$ cat src/rtl/ln_pkg.sv
// Shared types and constants for the linearizer-normalizer sequencer.
package ln_pkg;

   localparam int P_DEF       = 32;
   localparam int RST_CYC_DEF = 4;
   localparam int TMO_CYC_DEF = 4095;
   localparam int CW_DEF      = 16;

   typedef enum logic [2:0] {
      ST_IDLE  = 3'd0,
      ST_CLEAR = 3'd1,
      ST_LOAD  = 3'd2,
      ST_START = 3'd3,
      ST_WAIT  = 3'd4,
      ST_DONE  = 3'd5
   } ln_state_e;

   localparam logic [31:0] FP_ZERO = 32'h0000_0000;
   localparam logic [31:0] FP_HALF = 32'h3F00_0000;

endpackage

$ cat src/rtl/ln_sequencer_if.sv
// Sample input, datapath control and result output of the sequencer.
// Both handshakes transfer on a rising edge where valid and ready are both high.
interface ln_sequencer_if #(
   parameter int P  = 32,
   parameter int CW = 16
);
   import ln_pkg::*;

   logic            IN_VALID;
   logic            IN_READY;
   logic [P-1:0]    I_IN;
   logic [P-1:0]    V_IN;
   logic            LN_RST;
   logic [P-1:0]    LN_I;
   logic [P-1:0]    LN_V;
   logic            LN_BEGIN_I;
   logic            LN_BEGIN_V;
   logic            LN_ACK_I;
   logic            LN_ACK_V;
   logic [P-1:0]    LN_RESULT_I;
   logic [P-1:0]    LN_RESULT_V;
   logic            OUT_VALID;
   logic            OUT_READY;
   logic [P-1:0]    RESULT_I_OUT;
   logic [P-1:0]    RESULT_V_OUT;
   logic            ERR_TMO;
   logic [CW-1:0]   SAMPLE_CNT;
   ln_state_e       DBG_STATE;

   modport slave (
      input  IN_VALID, I_IN, V_IN, LN_ACK_I, LN_ACK_V, LN_RESULT_I, LN_RESULT_V, OUT_READY,
      output IN_READY, LN_RST, LN_I, LN_V, LN_BEGIN_I, LN_BEGIN_V, OUT_VALID,
             RESULT_I_OUT, RESULT_V_OUT, ERR_TMO, SAMPLE_CNT, DBG_STATE
   );

   modport master (
      output IN_VALID, I_IN, V_IN, LN_ACK_I, LN_ACK_V, LN_RESULT_I, LN_RESULT_V, OUT_READY,
      input  IN_READY, LN_RST, LN_I, LN_V, LN_BEGIN_I, LN_BEGIN_V, OUT_VALID,
             RESULT_I_OUT, RESULT_V_OUT, ERR_TMO, SAMPLE_CNT, DBG_STATE
   );

endinterface

$ cat src/rtl/ln_rst_sync.sv
// Active-low reset synchronizer: asserts asynchronously, releases after two clock edges.
module ln_rst_sync (
   input  logic i_clk,
   input  logic i_rst_n,
   output logic o_rst_n
);

   logic [1:0] r_sync;

   always_ff @(posedge i_clk or negedge i_rst_n) begin
      if (!i_rst_n) r_sync <= 2'b00;
      else          r_sync <= {r_sync[0], 1'b1};
   end

   assign o_rst_n = r_sync[1];

endmodule

$ cat src/rtl/ln_sequencer.sv
// Sequences clear/load/begin of the I,V linearizer datapath per sample and
// returns the ACK-captured result pair, with a timeout on missing ACKs.
module ln_sequencer
   import ln_pkg::*;
#(
   parameter int P       = P_DEF,
   parameter int RST_CYC = RST_CYC_DEF,
   parameter int TMO_CYC = TMO_CYC_DEF,
   parameter int CW      = CW_DEF
) (
   input  logic          CLK,
   input  logic          RST_N,
   ln_sequencer_if.slave bus
);

   logic          w_rst_n;
   ln_state_e     r_state, w_next;
   logic [7:0]    r_cnt;
   logic [15:0]   r_tmo;
   logic          r_seen_i, r_seen_v;
   logic          w_got_i, w_got_v;
   logic          r_in_ready, r_ln_rst, r_begin, r_out_valid, r_err_tmo;
   logic          w_in_ready_nxt, w_ln_rst_nxt, w_begin_nxt, w_out_valid_nxt;
   logic [P-1:0]  r_ln_i, r_ln_v, r_res_i, r_res_v;
   logic [CW-1:0] r_sample_cnt;

   ln_rst_sync u_rst_sync (
      .i_clk   (CLK),
      .i_rst_n (RST_N),
      .o_rst_n (w_rst_n)
   );

   // An ACK counts as seen on the edge it first appears as well as afterwards.
   assign w_got_i = r_seen_i | bus.LN_ACK_I;
   assign w_got_v = r_seen_v | bus.LN_ACK_V;

   always_comb begin
      w_next = r_state;
      case (r_state)
         ST_IDLE:  if (bus.IN_VALID && r_in_ready) w_next = ST_CLEAR;
         ST_CLEAR: if (r_cnt == 8'd0) w_next = ST_LOAD;
         ST_LOAD:  w_next = ST_START;
         ST_START: w_next = ST_WAIT;
         ST_WAIT:  if ((w_got_i && w_got_v) || (r_tmo == 16'd0)) w_next = ST_DONE;
         ST_DONE:  if (bus.OUT_READY) w_next = ST_IDLE;
         default:  w_next = ST_IDLE;
      endcase
      w_in_ready_nxt  = (w_next == ST_IDLE);
      w_ln_rst_nxt    = (w_next == ST_IDLE) || (w_next == ST_CLEAR);
      w_begin_nxt     = (w_next == ST_START);
      w_out_valid_nxt = (w_next == ST_DONE);
   end

   // Control outputs are registered copies of the next-state decode so they line up with r_state.
   always_ff @(posedge CLK or negedge w_rst_n) begin
      if (!w_rst_n) begin
         r_state     <= ST_IDLE;
         r_in_ready  <= 1'b0;
         r_ln_rst    <= 1'b1;
         r_begin     <= 1'b0;
         r_out_valid <= 1'b0;
      end else begin
         r_state     <= w_next;
         r_in_ready  <= w_in_ready_nxt;
         r_ln_rst    <= w_ln_rst_nxt;
         r_begin     <= w_begin_nxt;
         r_out_valid <= w_out_valid_nxt;
      end
   end

   always_ff @(posedge CLK or negedge w_rst_n) begin
      if (!w_rst_n) begin
         r_cnt        <= 8'd0;
         r_tmo        <= 16'd0;
         r_seen_i     <= 1'b0;
         r_seen_v     <= 1'b0;
         r_ln_i       <= '0;
         r_ln_v       <= '0;
         r_res_i      <= '0;
         r_res_v      <= '0;
         r_err_tmo    <= 1'b0;
         r_sample_cnt <= '0;
      end else begin
         case (r_state)
            ST_IDLE: begin
               if (bus.IN_VALID && r_in_ready) begin
                  r_ln_i <= bus.I_IN;
                  r_ln_v <= bus.V_IN;
                  r_cnt  <= 8'(RST_CYC - 1);
               end
            end
            ST_CLEAR: if (r_cnt != 8'd0) r_cnt <= r_cnt - 8'd1;
            ST_START: begin
               r_seen_i <= 1'b0;
               r_seen_v <= 1'b0;
               r_tmo    <= 16'(TMO_CYC - 1);
            end
            ST_WAIT: begin
               if (bus.LN_ACK_I && !r_seen_i) begin
                  r_res_i  <= bus.LN_RESULT_I;
                  r_seen_i <= 1'b1;
               end
               if (bus.LN_ACK_V && !r_seen_v) begin
                  r_res_v  <= bus.LN_RESULT_V;
                  r_seen_v <= 1'b1;
               end
               if (w_got_i && w_got_v) begin
                  r_err_tmo <= 1'b0;
               end else if (r_tmo == 16'd0) begin
                  r_err_tmo <= 1'b1;
                  if (!w_got_i) r_res_i <= '0;
                  if (!w_got_v) r_res_v <= '0;
               end else begin
                  r_tmo <= r_tmo - 16'd1;
               end
            end
            ST_DONE: if (bus.OUT_READY) r_sample_cnt <= r_sample_cnt + CW'(1);
            default: ;
         endcase
      end
   end

   assign bus.IN_READY     = r_in_ready;
   assign bus.LN_RST       = r_ln_rst;
   assign bus.LN_I         = r_ln_i;
   assign bus.LN_V         = r_ln_v;
   assign bus.LN_BEGIN_I   = r_begin;
   assign bus.LN_BEGIN_V   = r_begin;
   assign bus.OUT_VALID    = r_out_valid;
   assign bus.RESULT_I_OUT = r_res_i;
   assign bus.RESULT_V_OUT = r_res_v;
   assign bus.ERR_TMO      = r_err_tmo;
   assign bus.SAMPLE_CNT   = r_sample_cnt;
   assign bus.DBG_STATE    = r_state;

endmodule
$ cat src/flat_wrapper.sv
// flat-port wrapper written by rule: the top's interface ports become plain ports
module ln_sequencer_flat import ln_pkg::*;
#(
   parameter int P       = P_DEF,
   parameter int RST_CYC = RST_CYC_DEF,
   parameter int TMO_CYC = TMO_CYC_DEF,
   parameter int CW      = CW_DEF
)
  (CLK, RST_N, bus_IN_VALID, bus_I_IN, bus_V_IN, bus_LN_ACK_I, bus_LN_ACK_V, bus_LN_RESULT_I, bus_LN_RESULT_V, bus_OUT_READY, bus_IN_READY, bus_LN_RST, bus_LN_I, bus_LN_V, bus_LN_BEGIN_I, bus_LN_BEGIN_V, bus_OUT_VALID, bus_RESULT_I_OUT, bus_RESULT_V_OUT, bus_ERR_TMO, bus_SAMPLE_CNT, bus_DBG_STATE);
  ln_sequencer_if #(.P(P), .CW(CW)) bus_i ();
  input  logic CLK;
  input  logic RST_N;
  input wire logic [$bits(bus_i.IN_VALID)-1:0] bus_IN_VALID;
  input wire logic [$bits(bus_i.I_IN)-1:0] bus_I_IN;
  input wire logic [$bits(bus_i.V_IN)-1:0] bus_V_IN;
  input wire logic [$bits(bus_i.LN_ACK_I)-1:0] bus_LN_ACK_I;
  input wire logic [$bits(bus_i.LN_ACK_V)-1:0] bus_LN_ACK_V;
  input wire logic [$bits(bus_i.LN_RESULT_I)-1:0] bus_LN_RESULT_I;
  input wire logic [$bits(bus_i.LN_RESULT_V)-1:0] bus_LN_RESULT_V;
  input wire logic [$bits(bus_i.OUT_READY)-1:0] bus_OUT_READY;
  output wire logic [$bits(bus_i.IN_READY)-1:0] bus_IN_READY;
  output wire logic [$bits(bus_i.LN_RST)-1:0] bus_LN_RST;
  output wire logic [$bits(bus_i.LN_I)-1:0] bus_LN_I;
  output wire logic [$bits(bus_i.LN_V)-1:0] bus_LN_V;
  output wire logic [$bits(bus_i.LN_BEGIN_I)-1:0] bus_LN_BEGIN_I;
  output wire logic [$bits(bus_i.LN_BEGIN_V)-1:0] bus_LN_BEGIN_V;
  output wire logic [$bits(bus_i.OUT_VALID)-1:0] bus_OUT_VALID;
  output wire logic [$bits(bus_i.RESULT_I_OUT)-1:0] bus_RESULT_I_OUT;
  output wire logic [$bits(bus_i.RESULT_V_OUT)-1:0] bus_RESULT_V_OUT;
  output wire logic [$bits(bus_i.ERR_TMO)-1:0] bus_ERR_TMO;
  output wire logic [$bits(bus_i.SAMPLE_CNT)-1:0] bus_SAMPLE_CNT;
  output wire logic [$bits(bus_i.DBG_STATE)-1:0] bus_DBG_STATE;
  assign bus_i.IN_VALID = bus_IN_VALID;
  assign bus_i.I_IN = bus_I_IN;
  assign bus_i.V_IN = bus_V_IN;
  assign bus_i.LN_ACK_I = bus_LN_ACK_I;
  assign bus_i.LN_ACK_V = bus_LN_ACK_V;
  assign bus_i.LN_RESULT_I = bus_LN_RESULT_I;
  assign bus_i.LN_RESULT_V = bus_LN_RESULT_V;
  assign bus_i.OUT_READY = bus_OUT_READY;
  assign bus_IN_READY = bus_i.IN_READY;
  assign bus_LN_RST = bus_i.LN_RST;
  assign bus_LN_I = bus_i.LN_I;
  assign bus_LN_V = bus_i.LN_V;
  assign bus_LN_BEGIN_I = bus_i.LN_BEGIN_I;
  assign bus_LN_BEGIN_V = bus_i.LN_BEGIN_V;
  assign bus_OUT_VALID = bus_i.OUT_VALID;
  assign bus_RESULT_I_OUT = bus_i.RESULT_I_OUT;
  assign bus_RESULT_V_OUT = bus_i.RESULT_V_OUT;
  assign bus_ERR_TMO = bus_i.ERR_TMO;
  assign bus_SAMPLE_CNT = bus_i.SAMPLE_CNT;
  assign bus_DBG_STATE = bus_i.DBG_STATE;
  ln_sequencer #(.P(P), .RST_CYC(RST_CYC), .TMO_CYC(TMO_CYC), .CW(CW)) u_core (.CLK(CLK), .RST_N(RST_N), .bus(bus_i));
endmodule
$ cat config.mk
export PLATFORM = sky130hd
export DESIGN_NAME = ln_sequencer_flat
export DESIGN_NICKNAME = d
export VERILOG_FILES = /design/src/rtl/ln_pkg.sv /design/src/rtl/ln_sequencer_if.sv /design/src/rtl/ln_rst_sync.sv /design/src/rtl/ln_sequencer.sv /design/src/flat_wrapper.sv
export SDC_FILE = /design/constraint.sdc
export NUM_CORES = 1
export LEC_CHECK = 0
export ABC_AREA = 1
export BUFFER_PORTS_ARGS = -buffer_cell sky130_fd_sc_hd__buf_2
export CAP_MARGIN = 10
export CORE_UTILIZATION = 45
export DETAILED_ROUTE_END_ITERATION = 10
export GPL_ROUTABILITY_DRIVEN = 0
export PLACE_DENSITY = 0.73
export SETUP_SLACK_MARGIN = 0.4
export SLEW_MARGIN = 20
export SYNTH_ARGS = -nofsm -noshare
export SYNTH_HDL_FRONTEND = slang
export SYNTH_SLANG_ARGS = --single-unit
$ cat constraint.sdc
create_clock -name CLK -period 6.25 [get_ports CLK]
set_clock_uncertainty 0.1 [all_clocks]
set_input_delay 1.25 -clock CLK [delete_from_list [all_inputs] [get_ports CLK]]
set_output_delay 1.25 -clock CLK [all_outputs]
set_load 0.005 [all_outputs]
======== Word-level counts from Yosys, hierarchy flattened ========
Cells that the tools add are included.
storage, ports and cells
  register bits ........................... 180
  memories kept ........................... 0
  input port bits ......................... 134
  word-level logic and storage cells ...... 83
  RAM bits ................................ 0
  bits in read-only memories .............. 0
  bits in latches ......................... 0
cells by class
  magnitude comparators ................... 0
  mux-type cells .......................... 25
  equal/unequal tests ..................... 14
  shift operators ......................... 0
  bitwise logic cells ..................... 2
  multiply operators ...................... 0
  reduce and logical (&&, ||, !) cells .... 23
  add/subtract/negate cells ............... 3
  divide/modulo/power cells ............... 0
operators by type and width
  operator                                               count
  two-way mux 32 bit                                     8
  two-way mux 16 bit                                     2
  case mux 16 bit (2 select lines)                       1
  case mux 3 bit (6 select lines)                        1
  adder 16 x 1 -> 16 bit, second input constant          1
  zero test 16 bit                                       1
  two-way mux 8 bit                                      2
  case mux 8 bit (2 select lines)                        1
  subtractor 16 x 1 -> 16 bit, second input constant     1
  two-way mux 3 bit                                      4
  AND reduction 2 bit                                    5
  equality test 3 x 2 -> 1 bit, second input constant    3
  equality test 3 bit, second input constant             3
  zero test 8 bit                                        1
  inequality test 2 x 1 -> 1 bit, second input constant  4
  nonzero test 8 bit                                     1
  subtractor 8 x 1 -> 8 bit, second input constant       1
  equality test 3 x 1 -> 1 bit, second input constant    2
  zero test 3 bit                                        2
  AND reduction 3 bit                                    2
  nonzero test 2 bit                                     3
  logical AND 1 bit                                      4
  two-way mux 1 bit                                      4
  inequality test 2 bit, second input constant           2
  4 further kinds                                        8

======== Logic depth before layout (Yosys ltp) ========
Gate-level depths: netlist of the first run.
  depth in word-level cells ............... 7
  mapped depth ............................ 9
  gate-level depth less buffers ........... 9

======== Hierarchy ========
A second synthesis of the first run with hierarchy kept.
second synthesis, totals
  cell total of the unflattened synthesis .. 963
  area, all modules ....................... 8067.7 sq um
modules (own cells, without submodules)
  module        area an instance (sq um)  cells an instance  sequential area each (sq um)  times used
  ln_sequencer  8013.9                    960                4455.5                        1
  ln_rst_sync   53.8                      3                  50.0                          1

======== Worst setup path before layout of the first run ========
OpenSTA, ideal clock, no wires.
  kind .................................... input to register
  start point ............................. input bus_LN_ACK_I
  end point ............................... register u_core.r_tmo[5]
  cell stages on the path ................. 8
  path buffers ............................ 2
  required time ........................... 6.031 ns
  data arrival time ....................... 2.068 ns
  setup time .............................. 0.119 ns
  setup slack ............................. 3.963 ns
  cell sequence ........................... buf_2 -> nor2_1 -> inv_1 -> nand3_1 -> nand3_4 -> buf_6 -> nand2_1 -> o21ai_2
between the ends
  longest elaborated chain between the ends .. 4
RTL lines
  element                          RTL line             source
  start: declaration               flat_wrapper.sv:16   input wire logic [$bits(bus_i.LN_ACK_I)-1:0] bus_LN_ACK_I;
  bitwise OR 1 bit                 ln_sequencer.sv:34   assign w_got_i = r_seen_i | bus.LN_ACK_I;
  logical AND 1 bit                ln_sequencer.sv:107  if (w_got_i && w_got_v) begin
  inequality test 2 bit (no line)  n/a
  AND reduction 3 bit (no line)    n/a
  end signal: assignment           ln_sequencer.sv:96   r_tmo <= 16'(TMO_CYC - 1);
  end signal: assignment           ln_sequencer.sv:114  r_tmo <= r_tmo - 16'd1;
  end: declaration                 ln_sequencer.sv:19   logic [15:0] r_tmo;
Every way passes these cells.
A chain may end at the register's enable or synchronous reset.

======== Worst setup path in the final report of the first run ========
  start point ............................. register u_core.r_state[0] (netlist: u_core.bus.DBG_STATE[0])
  end point ............................... register u_core.r_res_i[29] (netlist: u_core.bus.RESULT_I_OUT[29])
between the ends
  longest elaborated chain between the ends .. 1
RTL lines
  element                   RTL line             source
  start: declaration        ln_sequencer.sv:17   ln_state_e r_state, w_next;
  start signal: assignment  ln_sequencer.sv:63   r_state <= w_next;
  equality test 3 bit       ln_sequencer.sv:84   case (r_state)
  end signal: assignment    ln_sequencer.sv:100  r_res_i <= bus.LN_RESULT_I;
  end: declaration          ln_sequencer.sv:24   logic [P-1:0] r_ln_i, r_ln_v, r_res_i, r_res_v;
Every way passes these cells.

==> results of run 1 <==
## registers in the layout (all words and copies together), names as in the netlist, 2 cells and up
signal                    flops
u_core.bus.RESULT_I_OUT      32
u_core.bus.LN_I              32
u_core.bus.LN_V              32
u_core.u_rst_sync.r_sync      2
u_core.bus.SAMPLE_CNT        16
u_core.bus.RESULT_V_OUT      32
u_core.bus.DBG_STATE          3
u_core.r_tmo                 16
u_core.r_cnt                  8
## final cells by class
cell class / count / area, um^2 / area share, %
Clock buffer: 17 / 425 / 4.10
Multi-Input combinational cell: 557 / 3330 / 32.1
Timing Repair Buffer: 290 / 1460 / 14.1
Tap cell: 229 / 287 / 2.76
Clock inverter: 15 / 176 / 1.70
Inverter: 49 / 189 / 1.82
Sequential cell: 180 / 4510 / 43.5
## metal layers
metal	vias to the layer above	routed length, um
li1	3315	-
met1	3266	8890
met3	41	816
met4	0	593
met2	179	10700
met5	-	0
## power by group through the flow
stage / Sequential, uW / Combinational (uW) / Clock [uW]
6_report: 2050 / 1860 / 1080
5_1_grt: 2110 / 2050 / 1150
4_1_cts: 2040 / 1870 / 1100
3_5_place_dp: 2050 / 1870 / 0
3_3_place_gp: 2040 / 1820 / 0
2_1_floorplan: 2070 / 1100 / 0
## worst min-delay path by stage
stage                                            from                     endpoint  slack, ps
final                     u_core.u_rst_sync.r_sync[0]  u_core.u_rst_sync.r_sync[1]        260
after CTS                 u_core.u_rst_sync.r_sync[0]  u_core.u_rst_sync.r_sync[1]        260
after global routing      u_core.u_rst_sync.r_sync[0]  u_core.u_rst_sync.r_sync[1]        270
after detailed placement  u_core.u_rst_sync.r_sync[0]  u_core.u_rst_sync.r_sync[1]        240
after global placement    u_core.u_rst_sync.r_sync[0]  u_core.u_rst_sync.r_sync[1]        240
after floorplan           u_core.u_rst_sync.r_sync[0]  u_core.u_rst_sync.r_sync[1]        230
## per-stage QoR
step | utilization [%] | cell area (um^2) | instances
floorplan | - | 8350 | 832
global placement | 54.0 | 9770 | 1305
detailed placement | 54.0 | 9770 | 1305
CTS | 57.4 | 10400 | 1337
global route | 57.4 | 10400 | 1337
finish | 57.4 | 10400 | 1337
## cell usage in the layout (no fill, tap or decap), drive strengths merged, types with 7 or more instances in the layout
cell      n
clkinv    7
o21ai    30
nor3     69
clkbuf   17
mux2     64
nand3    40
inv      57
nor2    123
a31oi    64
nand4     7
dfrtp   179
xor2      9
buf     290
nand2   134
## logic make-up (layout without fill, tap and decap cells)
logic type | after synthesis | in the layout
AO/OA/AOI/OAI | 96 | 96
AND/OR/NAND/NOR | 379 | 379
flip-flops | 180 | 180
XOR/XNOR | 14 | 14
adder cells (fa/ha/maj) | 3 | 3
multiplexers | 64 | 64
other | 1 | 1
buffers and inverters | 95 | 371
==> summary.txt, run 1 <==
Cells and area
  • Fin nets: 1232
  • Layout cell share with drive strength beyond 1: 37.3%
  • Antenna Diode Count: 0
  • Area Growth Syn to Fin: 24.3%
  • Fill cell count: 1599

Worst setup path
  • Crit Path Class: reg2reg
  • WP data arrival: 2940 ps
  • Top delay family on crit path: simple AND/OR/NAND/NOR gates
  • Worst-case reg-to-reg path depth: 6
  • Critical path launch point: u_core.bus.DBG_STATE[0]
  • Worst-path cell chain: nor2_4, nand2_4, inv_6, nand3_2, nor2_1, nor3_1
  • CP peak stage delay: 720 ps
  • R2R setup slack: 3500 ps
  • Crit-path max FO: 81
  • WP buf/inv: 1
  • Crit start category: register
  • Worst EP required: 6440 ps
  • Slowest cell on crit path: nand3_2
  • CP endpoint kind: register
  • Setup crit end: u_core.bus.RESULT_I_OUT[29]
  • R2R Path End: u_core.bus.RESULT_I_OUT[29]
  • Stages on worst setup path: 6
  • R2r startpoint: u_core.bus.DBG_STATE[0]

Logic synthesis
  • Mapped Area: 8350 um^2
  • Yosys top cell by area: dfrtp_1
  • Seq/Total Area, Yosys: 54.0%
  • Mapped Cells: 832
  • Ys flop type: dfrtp_1
  • Syn. warnings: 0
  • Mux cell area share after synthesis: 10.3%
  • Post-Synth Adder-Cell Area: 0.450%
  • Post-synthesis simple-gate area fraction: 20.4%
  • Post-synth top area share: 53.6%
  • Ys async rst share: 100%
  • Largest family of logic cells by synthesized area: simple AND/OR/NAND/NOR gates
  • Number of synthesized register bits: 180
  • Compound-Gate Fraction of Synth Area: 7.09%
  • Post-synthesis xor/xnor area fraction: 1.47%
  • Top-count cell post-synth: dfrtp_1
  • Synth area leaders: dfrtp_1 (54%), mux2_4 (6.8%), nand2_1 (5.9%)
  • Synth cell types: 38
  • Syn Nets: 969
  • Most frequent cells after synthesis: dfrtp_1 (179), nand2_1 (131), nor2_1 (117)
  • Syn Area/Cell: 10.0 um^2
  • Number of flops mapped to enable cells by yosys: 0

Power and ir drop
  • VDD IR-drop max: 0.000261 V
  • Pwr Density: 480 nW/um^2
  • Sw Share: 36.5%
  • Part of the power in combinational logic: 37.2%
  • Sw Pwr: 1820 uW
  • Internal: 3170 uW
  • Leak Pwr: 0.00524 uW
  • Clock power frac: 21.7%
  • Sequential share of power: 41.1%
  • Total power: 4980 uW

STA
  • # setup viols final: 0
  • RSZ-0062 raised after global routing: no
  • Pins over their slew limit: 0
  • Worst slew margin: 34.0%
  • Hold WS: 260 ps
  • Setup_tns: 0 ps
  • Least-Margin Pin Slew: 984 ps
  • Hold Vio Cnt, Final: 0
  • PnR worst setup slack: 3500 ps
  • Fin crit period: 2750 ps
  • Fmax: 0.364 GHz
  • Fin crit share: 44.0%

Route
  • Via density: 5.09
  • Drc violations: 16
  • Wirelength per Cell: 15.7 um
  • DR iter-0 viols: 414
  • Vias: 6801
  • TritonRoute pass-1 iters: 9
  • Final ANT Viol Nets: 0
  • Final WL: 21000 um

Clocking
  • # resized after CTS: 0
  • Clock transition at path regs: 80 ps
  • Hold bufs inserted after CTS: 0
  • Post-CTS Setup Bufs: 0
  • CTS tree: built
  • CTS Root Cell: clkbuf_16
  • CTS sink cnt: 180
  • H-tree level count: 4
  • Worst skew pair latency: 430 ps
  • Max Buffers Root-to-Sink: 2
  • Num CTS Buffers: 17

Min path
  • Hold WC Path Type: reg2reg
  • Worst hold path depth: 0

Global routing
  • First-pass GRT wire length: 33700 um
  • Vias in the first global route: 6591
  • Grt ovf: 0
  • GRT busiest layer: met2
  • Global routing usage on met3: 4.19%
  • Initial antenna violation count: 0
  • Routing usage on met2: 37.6%
  • Largest net degree at the start of global routing: 82
  • GR Util met1: 27.6%
  • GRT Total Usage: 22.1%

Status
  • Failing checks: design-rule violations
  • Status: complete, but fails checks

Floorplanning
  • Die X-Extent: 138 um
  • Top Ports: 287
  • Core ar.: 18100 um^2
  • Rows: 49
  • Initial Util: 46.2%
  • Die footprint: 19100 um^2
  • Die height: 138 um

Place
  • Place WS: 3030 ps
  • PortBufs: 286
  • DP HPWL: 14100 um

Flow run
  • Max-cap viol count: 0
Note: power is estimated with default switching activity, not from simulation.
==> run 2: changes to the inputs <==
Settings changed: ABC_AREA 1 to 0, CORE_UTILIZATION 45 to 44, PLACE_DENSITY 0.73 to 0.76.
Clock period 6.25 ns to 2.3 ns, I/O delays scaled along.
==> run 2 against run 1 <==
The flow finishes with violations (negative setup slack). Maximum frequency increased by 16%. Sequential cell count is the same. Clock power rose to 2.6 times the previous value. Final cell count grew 1.9%. Sequential share of layout area down 0.95 points. Critical path depth rose by 1. First-iteration DRC count fell by 19%. Synthesized area fell by 9.0%. Largest cell class unchanged. Largest power group unchanged.
==> summary.txt, run 2 <==
Floorplanning
  • Initial Util: 45.5% (-0.66 points)
  • Core ar.: 16700 um^2 (-7.7%)
  • Die X-Extent: 133 um (-3.5%)
  • Die footprint: 17800 um^2 (-6.8%)
  • Die height: 133 um (-3.5%)
  • Top Ports: 287 (unchanged)
  • Rows: 47 (-4.1%)

Cells and area
  • Most frequent cells in the layout: nand2_1 (345), buf_2 (286), dfrtp_1 (176), a21oi_1 (41), buf_4 (38)
  • Area Growth Syn to Fin: 39.7%
  • Multi-input gate area: 3180 um^2 (-4.5%)
  • Fill cell count: 1361 (-15%)
  • Antenna Diode Count: 0 (unchanged)
  • Fin nets: 1267 (+2.8%)
  • Design area: 10600 um^2 (+2.3%)
  • Most common cell after layout, fill and taps aside: nand2_1
  • Post-Layout Cell Count: 1363 (+1.9%)
  • Register area: 4510 um^2 (about the same)
  • Layout cell share with drive strength beyond 1: 39.7% (+2.4 points)

Global routing
  • First-pass GRT wire length: 31800 um (-5.8%)
  • Largest net degree at the start of global routing: 73 (-11%)
  • Grt ovf: 0 (unchanged)
  • GRT Total Usage: 22.2% (+0.14 points)
  • Vias in the first global route: 6649 (+0.88%)
  • Initial antenna violation count: 0 (unchanged)

Power and ir drop
  • Sequential share of power: 43.0% (+1.9 points)
  • Clock power frac: 23.9% (+2.2 points)
  • Pwr Density: 1120 nW/um^2 (+130%)
  • Part of the power in combinational logic: 33.2% (-4.0 points)
  • VDD IR-drop max: 0.000532 V (+100%)
  • Sw Share: 34.7% (-1.8 points)
  • Leak Pwr: 0.00549 uW (+4.8%)
  • Sw Pwr: 4120 uW (+130%)
  • Internal: 7760 uW (+150%)

Route
  • DR iter-0 viols: 335 (-19%)
  • Final WL: 20200 um (-3.8%)
  • Via density: 5.01 (-1.5%)
  • Final ANT Viol Nets: 0 (unchanged)
  • Wirelength per Cell: 14.8 um (-5.6%)
  • TritonRoute pass-1 iters: 6 (-3)
  • Drc violations: 0 (-16)
  • Vias: 6830 (+0.43%)

Place
  • PortBufs: 286 (unchanged)
  • Place WS: -136 ps (-3160 ps)
  • DP Cell Count: 1312 (+0.54%)
  • DP Area: 9560 um^2 (-2.2%)
  • DP HPWL: 13500 um (-4.4%)

STA
  • Hold Vio Cnt, Final: 0 (unchanged)
  • Worst slew margin: 57.3% (+23 points)
  • Pins over their slew limit: 0 (unchanged)
  • PnR worst setup slack: -65.0 ps (-3570 ps)
  • Least-Margin Pin Slew: 632 ps (-352 ps)
  • Fin crit period: 2360 ps (-382 ps)
  • Fin crit share: 103% (+59 points)
  • RSZ-0062 raised after global routing: yes
  • # setup viols final: 49 (+49)
  • Hold WS: 109 ps (-151 ps)
  • Fmax: 0.423 GHz (+16%)

Min path
  • Hold WC Path Type: in2reg
  • Worst hold path depth: 3 (+3)

Worst setup path
  • Stages on worst setup path: 7 (+1)
  • Worst-case reg-to-reg path depth: 7 (+1)
  • Crit-path max FO: 5 (-94%)
  • CP peak stage delay: 460 ps (-260 ps)
  • Crit Path Class: reg2reg
  • Top delay family on crit path: simple AND/OR/NAND/NOR gates
  • WP buf/inv: 2 (+1)
  • WP data arrival: 2610 ps (-330 ps)
  • CP endpoint kind: register
  • Worst EP required: 2550 ps (-3890 ps)
  • Slowest cell on crit path: or4b_4
  • Worst-path cell chain: inv_1, ha_2, or4b_4, buf_4, or3_2, or4_1, a21oi_1
  • Crit start category: register

Clocking
  • Num CTS Buffers: 17 (unchanged)
  • Worst skew pair latency: 440 ps (about the same)
  • Max Buffers Root-to-Sink: 2 (unchanged)
  • CTS Root Cell: clkbuf_16
  • Clock transition at path regs: 80 ps (about the same)
  • CTS sink cnt: 180 (unchanged)
  • CTS tree: built
  • H-tree level count: 4 (unchanged)

Logic synthesis
  • Syn. warnings: 0 (unchanged)
  • Ys async rst share: 100% (unchanged)
  • Most frequent cells after synthesis: nand2_1 (345), dfrtp_1 (179), a21oi_1 (68)
  • Mapped Cells: 809 (-2.8%)
  • Mapped Area: 7600 um^2 (-9.0%)
  • Syn Nets: 946 (-2.4%)
  • Synth cell types: 54 (+42%)
  • Synth area leaders: dfrtp_1 (59%), nand2_1 (17%), a21oi_1 (4.5%)
  • Yosys top cell by area: dfrtp_1
  • Ys flop type: dfrtp_1
  • Number of flops mapped to enable cells by yosys: 0 (unchanged)
  • Number of synthesized register bits: 180 (unchanged)
  • Syn Area/Cell: 9.39 um^2 (-6.4%)
  • Top-count cell post-synth: nand2_1
  • Seq/Total Area, Yosys: 59.3% (+5.3 points)
  • Post-synth top area share: 58.9% (+5.3 points)

Status
  • Status: complete, but fails checks
  • Failing checks: negative setup slack

Flow run
  • Max-cap viol count: 0 (unchanged)
run 2: changes by cell type in the layout (fill, tap and decap cells not counted), sizes merged, moves of 42 or more:
| cell | change |
|---|---|
| nor3 | -61 |
| a31oi | -61 |
| buf | +48 |
| a21oi | +78 |
| mux2 | -63 |
| inv | -42 |
| nand2 | +211 |
| nor2 | -103 |
run 2: routing by layer:
layer  wire, um  track usage, %  vias to the layer above
met5          0               0                        -
met4        437            8.52                        0
met3       1140            4.87                       36
met2       9830            36.0                      240
met1       8770            29.2                     3252
li1           -               -                     3302
run 2: tightest hold or removal path, delay by kind of cell:
family                 cells  cell delay [ps]
buffers and inverters      1               70
and+or+nand+nor            2               90
run 2: path summary, 6_finish.rpt:
path / slack [ps] / to / start
worst max-delay path: -60 / u_core.r_tmo[14] / u_core.r_tmo[0]
worst min-delay path: 110 / u_core.bus.LN_V[11] / bus_V_IN[11]
worst max register to register: -60 / u_core.r_tmo[14] / u_core.r_tmo[0]
worst min register to register: 160 / u_core.bus.LN_V[14] / u_core.u_rst_sync.r_sync[1]
max in group asynchronous: 1180 / u_core.bus.OUT_VALID / u_core.u_rst_sync.r_sync[1]
min in group asynchronous: 160 / u_core.bus.LN_V[14] / u_core.u_rst_sync.r_sync[1]
run 2: area by class of cell:
type / count / share of cell area, %
inverter: 8 / 0.283
sequential: 180 / 42.5
timing repair buffer: 342 / 19.2
clock inverter: 15 / 1.49
multi-input combinational: 581 / 29.9
clock buffer: 17 / 4.01
tap: 220 / 2.59
run 2: cells by family (layout without fill, tap and decap cells):
family          count (synthesis)  in the layout  synth area share (%)
compound gates                100            100                  7.79
xor+xnor                       15             15                  1.73
fa+ha+maj                       3              3                 0.494
buf+inv                        48            382                  3.01
flops                         180            180                  59.3
mux                            14             14                  1.86
other cells                     1              1                0.0493
simple gates                  448            448                  25.8
run 2: what timing repair did:
| item | in CTS | in global routing |
|---|---|---|
| buffers inserted | 7 | 7 |
| setup endpoints to repair | 94 | 158 |
| hold endpoints to repair | 2 | 0 |
| gates resized for setup | 16 | 45 |
| cloned | 1 | 3 |
| pin swaps | 9 | 5 |
| hold buffers | 1 | 0 |
run 2: power by group through the flow:
stage                     registers [uW]  logic [uW]  clock network, uW
after global routing                5250        4400               3010
after floorplan                     5190        1700                  0
final                               5100        3940               2830
after detailed placement            5100        3600                  0
after global placement              5070        3470                  0
after CTS                           5070        3700               2910
run 2: per-stage QoR:
| stage | power, uW | setup TNS, ps | utilization (%) |
|---|---|---|---|
| global placement | 8540 | -3210 | 57.2 |
| detailed placement | 8690 | -5200 | 57.2 |
| CTS | 11700 | -5240 | 61.7 |
| finish | 11900 | -1080 | 63.6 |
| global route | 12700 | -8660 | 63.6 |
| floorplan | 6890 | -4270 | - |
